--- config.mk ---
export PLATFORM = sky130hd
export DESIGN_NAME = regs_mp_flat
export DESIGN_NICKNAME = d
export VERILOG_FILES = /design/src/rtl/regs_mp_if.sv /design/src/rtl/regs_mp.sv /design/src/flat_wrapper.sv
export SDC_FILE = /design/constraint.sdc
export NUM_CORES = 2
export LEC_CHECK = 0
export ABC_CLOCK_PERIOD_IN_PS = 6400
export CAP_MARGIN = 20
export CORE_MARGIN = 2
export CORE_UTILIZATION = 40
export CTS_CLUSTER_DIAMETER = 80
export CTS_CLUSTER_SIZE = 8
export DETAILED_ROUTE_END_ITERATION = 6
export MAX_ROUTING_LAYER = met4
export PLACE_DENSITY = 0.61
export SLEW_MARGIN = 5
export SYNTH_ARGS = -nofsm -noshare
export SYNTH_HDL_FRONTEND = slang
export SYNTH_SLANG_ARGS = --single-unit
--- constraint.sdc ---
create_clock -name clk_i -period 6.4 [get_ports clk_i]
set_input_delay 1.28 -clock clk_i [delete_from_list [all_inputs] [get_ports clk_i]]
set_output_delay 1.28 -clock clk_i [all_outputs]
set_load 0.01 [all_outputs]
--- src/rtl/regs_mp_if.sv ---
// regs_mp_if: bus bundle between the DPROC pipeline and the regs_mp register file.
//   master : decode/writeback side (drives addresses, reserve, write, flush)
//   slave  : register file side (drives read data, busy flags, busy count)
// Signals:
//   raddr_i        NB_READ_PORTS*ADDR_WIDTH  read addresses, port k at [k*ADDR_WIDTH +: ADDR_WIDTH]
//   rdata_o        NB_READ_PORTS*DATA_WIDTH  read data, same slicing
//   rbusy_o        NB_READ_PORTS             pending-write flag per read port
//   reserve_i      1                         mark reserve_addr_i pending at next edge
//   reserve_addr_i ADDR_WIDTH                register to reserve
//   write_i        1                         write enable
//   waddr_i        ADDR_WIDTH                write address
//   wdata_i        DATA_WIDTH                write data
//   flush_i        1                         clear every busy bit at next edge
//   busy_count_o   ADDR_WIDTH+1              number of busy registers
interface regs_mp_if #(
    parameter int DATA_WIDTH    = 32,
    parameter int ADDR_WIDTH    = 5,
    parameter int NB_READ_PORTS = 2
);
    logic [NB_READ_PORTS*ADDR_WIDTH-1:0] raddr_i;
    logic [NB_READ_PORTS*DATA_WIDTH-1:0] rdata_o;
    logic [NB_READ_PORTS-1:0]            rbusy_o;
    logic                                reserve_i;
    logic [ADDR_WIDTH-1:0]               reserve_addr_i;
    logic                                write_i;
    logic [ADDR_WIDTH-1:0]               waddr_i;
    logic [DATA_WIDTH-1:0]               wdata_i;
    logic                                flush_i;
    logic [ADDR_WIDTH:0]                 busy_count_o;

    modport master (
        output raddr_i, reserve_i, reserve_addr_i, write_i, waddr_i, wdata_i, flush_i,
        input  rdata_o, rbusy_o, busy_count_o
    );

    modport slave (
        input  raddr_i, reserve_i, reserve_addr_i, write_i, waddr_i, wdata_i, flush_i,
        output rdata_o, rbusy_o, busy_count_o
    );
endinterface

--- src/rtl/regs_mp.sv ---
// regs_mp: multi-port register file with a pending-write (busy) scoreboard.
// Holds 2**ADDR_WIDTH words, NB_READ_PORTS combinational read ports, one
// synchronous write port, and a busy bit per register plus a registered count
// of busy registers.
// Ports:
//   clk_i  sole clock, rising edge
//   rst_i  synchronous active-low reset
//   bus    regs_mp_if.slave (reads, reserve, write, flush, busy count)
// Build option:
//   REGS_BYPASS_EN  when defined, a write forwards to any read port addressing
//                   the same register in the same cycle.
module regs_mp #(
    parameter int DATA_WIDTH    = 32,
    parameter int ADDR_WIDTH    = 5,
    parameter int NB_READ_PORTS = 2,
    parameter bit ZERO_REG      = 1'b1
) (
    input  logic       clk_i,
    input  logic       rst_i,
    regs_mp_if.slave   bus
);
    localparam int DEPTH = 1 << ADDR_WIDTH;
    localparam int CW    = ADDR_WIDTH + 1;

    logic [DATA_WIDTH-1:0] mem [DEPTH];
    logic [DEPTH-1:0]      busy;
    logic [DEPTH-1:0]      busy_next;
    logic [CW-1:0]         count;
    logic [CW-1:0]         count_next;

    logic wr_en;
    logic rs_en;
    logic cnt_inc;
    logic cnt_dec;

    // Register 0 is hardwired when ZERO_REG is set, so drop its write/reserve here.
    assign wr_en = bus.write_i   && !(ZERO_REG && (bus.waddr_i == '0));
    assign rs_en = bus.reserve_i && !(ZERO_REG && (bus.reserve_addr_i == '0));

    always_comb begin
        busy_next = busy;
        if (wr_en) busy_next[bus.waddr_i] = 1'b0;
        if (rs_en) busy_next[bus.reserve_addr_i] = 1'b1;
    end

    // A write only decrements if its bit actually ends up cleared, i.e. it was
    // busy and no reservation re-sets it in the same edge.
    assign cnt_inc = rs_en && !busy[bus.reserve_addr_i];
    assign cnt_dec = wr_en && busy[bus.waddr_i]
                     && !(rs_en && (bus.reserve_addr_i == bus.waddr_i));
    assign count_next = count + CW'(cnt_inc) - CW'(cnt_dec);

    always_ff @(posedge clk_i) begin
        if (!rst_i) begin
            for (int i = 0; i < DEPTH; i++) mem[i] <= '0;
            busy  <= '0;
            count <= '0;
        end else begin
            if (wr_en) mem[bus.waddr_i] <= bus.wdata_i;
            if (bus.flush_i) begin
                busy  <= '0;
                count <= '0;
            end else begin
                busy  <= busy_next;
                count <= count_next;
            end
        end
    end

    assign bus.busy_count_o = count;

    logic [DATA_WIDTH-1:0] rd [NB_READ_PORTS];
    logic                  rb [NB_READ_PORTS];

    for (genvar k = 0; k < NB_READ_PORTS; k++) begin : g_rd
        logic [ADDR_WIDTH-1:0] ra;
        assign ra = bus.raddr_i[k*ADDR_WIDTH +: ADDR_WIDTH];

        always_comb begin
            rd[k] = mem[ra];
            rb[k] = busy[ra];
            if (ZERO_REG && (ra == '0)) begin
                rd[k] = '0;
                rb[k] = 1'b0;
            end
`ifdef REGS_BYPASS_EN
            else if (bus.write_i && (ra == bus.waddr_i)) begin
                // A same-cycle reserve of this register wins over the write's clear.
                rd[k] = bus.wdata_i;
                rb[k] = bus.reserve_i && (bus.reserve_addr_i == ra);
            end
`endif
        end

        assign bus.rdata_o[k*DATA_WIDTH +: DATA_WIDTH] = rd[k];
        assign bus.rbusy_o[k] = rb[k];
    end
endmodule

--- src/flat_wrapper.sv ---
// flat-port wrapper written by rule: the top's interface ports become plain ports
module regs_mp_flat 
#(
    parameter int DATA_WIDTH    = 32,
    parameter int ADDR_WIDTH    = 5,
    parameter int NB_READ_PORTS = 2,
    parameter bit ZERO_REG      = 1'b1
)
  (clk_i, rst_i, bus_raddr_i, bus_reserve_i, bus_reserve_addr_i, bus_write_i, bus_waddr_i, bus_wdata_i, bus_flush_i, bus_rdata_o, bus_rbusy_o, bus_busy_count_o);
  regs_mp_if #(.DATA_WIDTH(DATA_WIDTH), .ADDR_WIDTH(ADDR_WIDTH), .NB_READ_PORTS(NB_READ_PORTS)) bus_i ();
  input  logic clk_i;
  input  logic rst_i;
  input wire logic [$bits(bus_i.raddr_i)-1:0] bus_raddr_i;
  input wire logic [$bits(bus_i.reserve_i)-1:0] bus_reserve_i;
  input wire logic [$bits(bus_i.reserve_addr_i)-1:0] bus_reserve_addr_i;
  input wire logic [$bits(bus_i.write_i)-1:0] bus_write_i;
  input wire logic [$bits(bus_i.waddr_i)-1:0] bus_waddr_i;
  input wire logic [$bits(bus_i.wdata_i)-1:0] bus_wdata_i;
  input wire logic [$bits(bus_i.flush_i)-1:0] bus_flush_i;
  output wire logic [$bits(bus_i.rdata_o)-1:0] bus_rdata_o;
  output wire logic [$bits(bus_i.rbusy_o)-1:0] bus_rbusy_o;
  output wire logic [$bits(bus_i.busy_count_o)-1:0] bus_busy_count_o;
  assign bus_i.raddr_i = bus_raddr_i;
  assign bus_i.reserve_i = bus_reserve_i;
  assign bus_i.reserve_addr_i = bus_reserve_addr_i;
  assign bus_i.write_i = bus_write_i;
  assign bus_i.waddr_i = bus_waddr_i;
  assign bus_i.wdata_i = bus_wdata_i;
  assign bus_i.flush_i = bus_flush_i;
  assign bus_rdata_o = bus_i.rdata_o;
  assign bus_rbusy_o = bus_i.rbusy_o;
  assign bus_busy_count_o = bus_i.busy_count_o;
  regs_mp #(.DATA_WIDTH(DATA_WIDTH), .ADDR_WIDTH(ADDR_WIDTH), .NB_READ_PORTS(NB_READ_PORTS), .ZERO_REG(ZERO_REG)) u_core (.clk_i(clk_i), .rst_i(rst_i), .bus(bus_i));
endmodule
==> flow_metrics.tcl <==
set metrics [dict create \
    status "finished, final reports clean" \
    dr_total_vias 35292 \
    synth-edff-count 1024 \
    crit_slowest_cell "a221oi_1" \
    yosysSeqAreaShare_pct 55.4 \
    critPathRequiredTime_ns 5.12 \
    synthTopCellsByArea "edfxtp_1, mux4_2, and2_1" \
    finClkSkew_ns 0.0111 \
    crit_family "buffers and inverters" \
    yosysMostFrequentCell "edfxtp_1" \
    cts_hold_buf 0 \
    synth_area_per_cell_um2 15.7 \
    synth-main-ff-cell "edfxtp_1" \
    max_cap_violations 0 \
    overflow 0 \
    finalWorstSetupSlack_ns 0.489 \
    dpl.hpwl_um 117000 \
    rows 138 \
    cts.sinks 1062 \
    start_util_pct 40.2 \
    r2r_setup_slack_ns 3.21 \
    synthTopCellsByCount "edfxtp_1, and2_1, mux4_2" \
    setup_violations 0 \
    clk_path_buf_depth 3 \
    fin_util_pct 46.1 \
    drt_iter0_drc 4919 \
    via_per_inst 6.26 \
    cts_resized 0 \
    report.final.slew_viol_count 0 \
    yosys.area.top_type "edfxtp_1" \
    path_cells "buf_8 -> nor3_1 -> nand2_2 -> buf_4 -> o221ai_1 -> a221oi_1 -> buf_4 -> clkdlybuf4s50_1" \
    yosys_warnings 0 \
    synth_top_area_share_pct 54.1 \
    antenna_left 0 \
    final_area_um2 65100 \
    crit_buf_inv 4 \
    ir_drop_v 0.000237 \
    numCtsBuffers 150 \
    grt_pass1_wl_um 271000 \
    endpoint "bus_rbusy_o[1]" \
    die-area_um2 145000 \
    post_cts_buffers 0 \
    synthCells 3612 \
    p_leak_uw 0.0220 \
    regToRegStartpoint "u_core.busy[24]$_SDFF_PP0_" \
    async_flop_share_pct 0 \
    cp_slowest_stage_delay_ns 0.76 \
    tightest_slew_ns 1.20 \
    fin_crit_sh_pct 92.4 \
    rsz0062_at_grt "false" \
    startpoint "bus_raddr_i[5]" \
    place_ws_ns 0.714 \
    endpoint_kind "output pin" \
    drc 0 \
    place_congestion 0.900 \
    setup_tns_ns 0 \
    syn2layout_area_growth_pct 14.5 \
    die_h_um 381 \
    clkTransAtPathRegs_ns 0.05 \
    crit_top_cell "buf_4" \
    r2r_end "u_core.bus.busy_count_o[4]$_SDFF_PP0_" \
    slew_headroom_pct 19.7 \
    dieWidth_um 381 \
    cp.depth 8 \
    antenna_found_initial 24 \
    htree_levels 4 \
    drive_gt1_share_pct 27.9 \
    reg2regPathDepth 12 \
    clock_latency_ns 0.78 \
    max_clock_freq_mhz 169 \
    ios 129 \
    grt_max_degree 68 \
    grt_usage_pct 27.3 \
    routed_wl_um 192000 \
    critPathMaxFanout 43 \
    startpoint_type "input pin" \
    fin_crit_ns 5.91 \
    wl_per_cell_um 34.1 \
    netlist-cell-type-count 45 \
    port_buffers 128 \
    hold_violations 0 \
    tritoncts "yes" \
    power_density_nw_per_um2 273 \
    syn-cell-area_um2 56900 \
    min_path_type "register to register" \
    nets 3743 \
    core_um2 141000 \
    post_dp_cell_area_um2 60700 \
    drt_pass1_iterations 6 \
    root_buffer "clkbuf_16" \
    grt_pass1_vias 35708 \
    arrival_ns 4.63 \
    synth-seq-cells 1062 \
    critical_path_class "input pin to output pin" \
]
-- logic make-up after synthesis --
logic type / after synthesis / synth area share [%]
simple gates: 1187 / 12.5
flops: 1062 / 55.4
mux: 676 / 25.3
buf+inv: 472 / 3.70
compound gates: 198 / 2.76
xor+xnor: 9 / 0.139
fa+ha+maj: 7 / 0.167
other cells: 1 / 0.00659
-- per-layer routing --
| metal | part of all wire (%) | routed length (um) | GRT usage (%) | up-vias |
|---|---|---|---|---|
| met4 | 4.0 | 7720 | 10.7 | 0 |
| met1 | 39 | 74900 | 35.8 | 18644 |
| met5 | 0 | 0 | - | - |
| met2 | 46 | 89000 | 40.9 | 2147 |
| li1 | - | - | - | 14139 |
| met3 | 11 | 20400 | 6.83 | 362 |
-- power breakdown --
part	switching (uW)	total (uW)	internal (uW)	leakage, uW
Sequential	190	8210	8020	0.0101
Clock	3000	7350	4350	0.00201
Combinational	1250	2240	989	0.00995
Total	4440	17800	13400	0.0220
-- sequential cells by signal (all words and copies together) (netlist names) --
signal	count
u_core.busy	32
u_core.mem	1024
u_core.bus.busy_count_o	6
-- layout make-up --
type                       count  area, um^2
antenna                       18        45.0
clock buffer                 192        4040
clock inverter                10         101
fill                       11980       76300
inverter                      76         285
multi-input combinational   2109       23800
sequential                  1062       31500
tap                         1890        2360
timing repair buffer         280        2970
-- worst min path at each step --
stage                                             to  slack [ns]  cells after the start                        from
after floorplan            u_core.busy[0]$_SDFF_PP0_        0.46                      1   u_core.busy[0]$_SDFF_PP0_
after global placement    u_core.busy[23]$_SDFF_PP0_        0.53                      2  u_core.busy[23]$_SDFF_PP0_
after detailed placement  u_core.busy[23]$_SDFF_PP0_        0.54                      2  u_core.busy[23]$_SDFF_PP0_
after CTS                 u_core.busy[16]$_SDFF_PP0_        0.54                      2  u_core.busy[16]$_SDFF_PP0_
after global routing      u_core.busy[16]$_SDFF_PP0_        0.58                      2  u_core.busy[16]$_SDFF_PP0_
final                     u_core.busy[23]$_SDFF_PP0_        0.56                      2  u_core.busy[23]$_SDFF_PP0_
-- placed cells by master (no fill, tap or decap), types with 18 or more instances in the layout --
cell	n
edfxtp_1	1024
and2_1	996
mux4_2	609
clkbuf_16	156
clkdlybuf4s50_1	117
buf_4	109
mux2i_1	67
a221oi_1	67
o221ai_1	66
inv_1	45
nand2_1	43
dfxtp_1	38
clkbuf_1	36
nor2_1	35
conb_1	32
inv_2	31
nor2_4	29
buf_12	28
a22oi_1	25
nand2_2	19
diode_2	18
-- through the flow --
step | total power [uW] | std cells | hold WS [ns]
after CTS | 17800 | 5605 | 0.543
after detailed placement | 10500 | 5403 | 0.538
after global routing | 18200 | 5632 | 0.582
after floorplan | 9580 | 3643 | 0.461
final | 17800 | 5637 | 0.556
after global placement | 10500 | 5397 | 0.528
-- worst register-to-register path: stages, from the launching register on --
cell and delay, ns:
dfxtp_1 0.38, mux4_2 0.48, a22oi_1 0.30, nand4_1 0.20, and4_1 0.29, ha_1 0.29, inv_1 0.04, ha_1 0.20
fa_1 0.43, a21oi_1 0.16, o21ai_0 0.12, xnor2_1 0.15, nor2_1 0.05
Note: power is estimated with default switching activity, not from simulation.
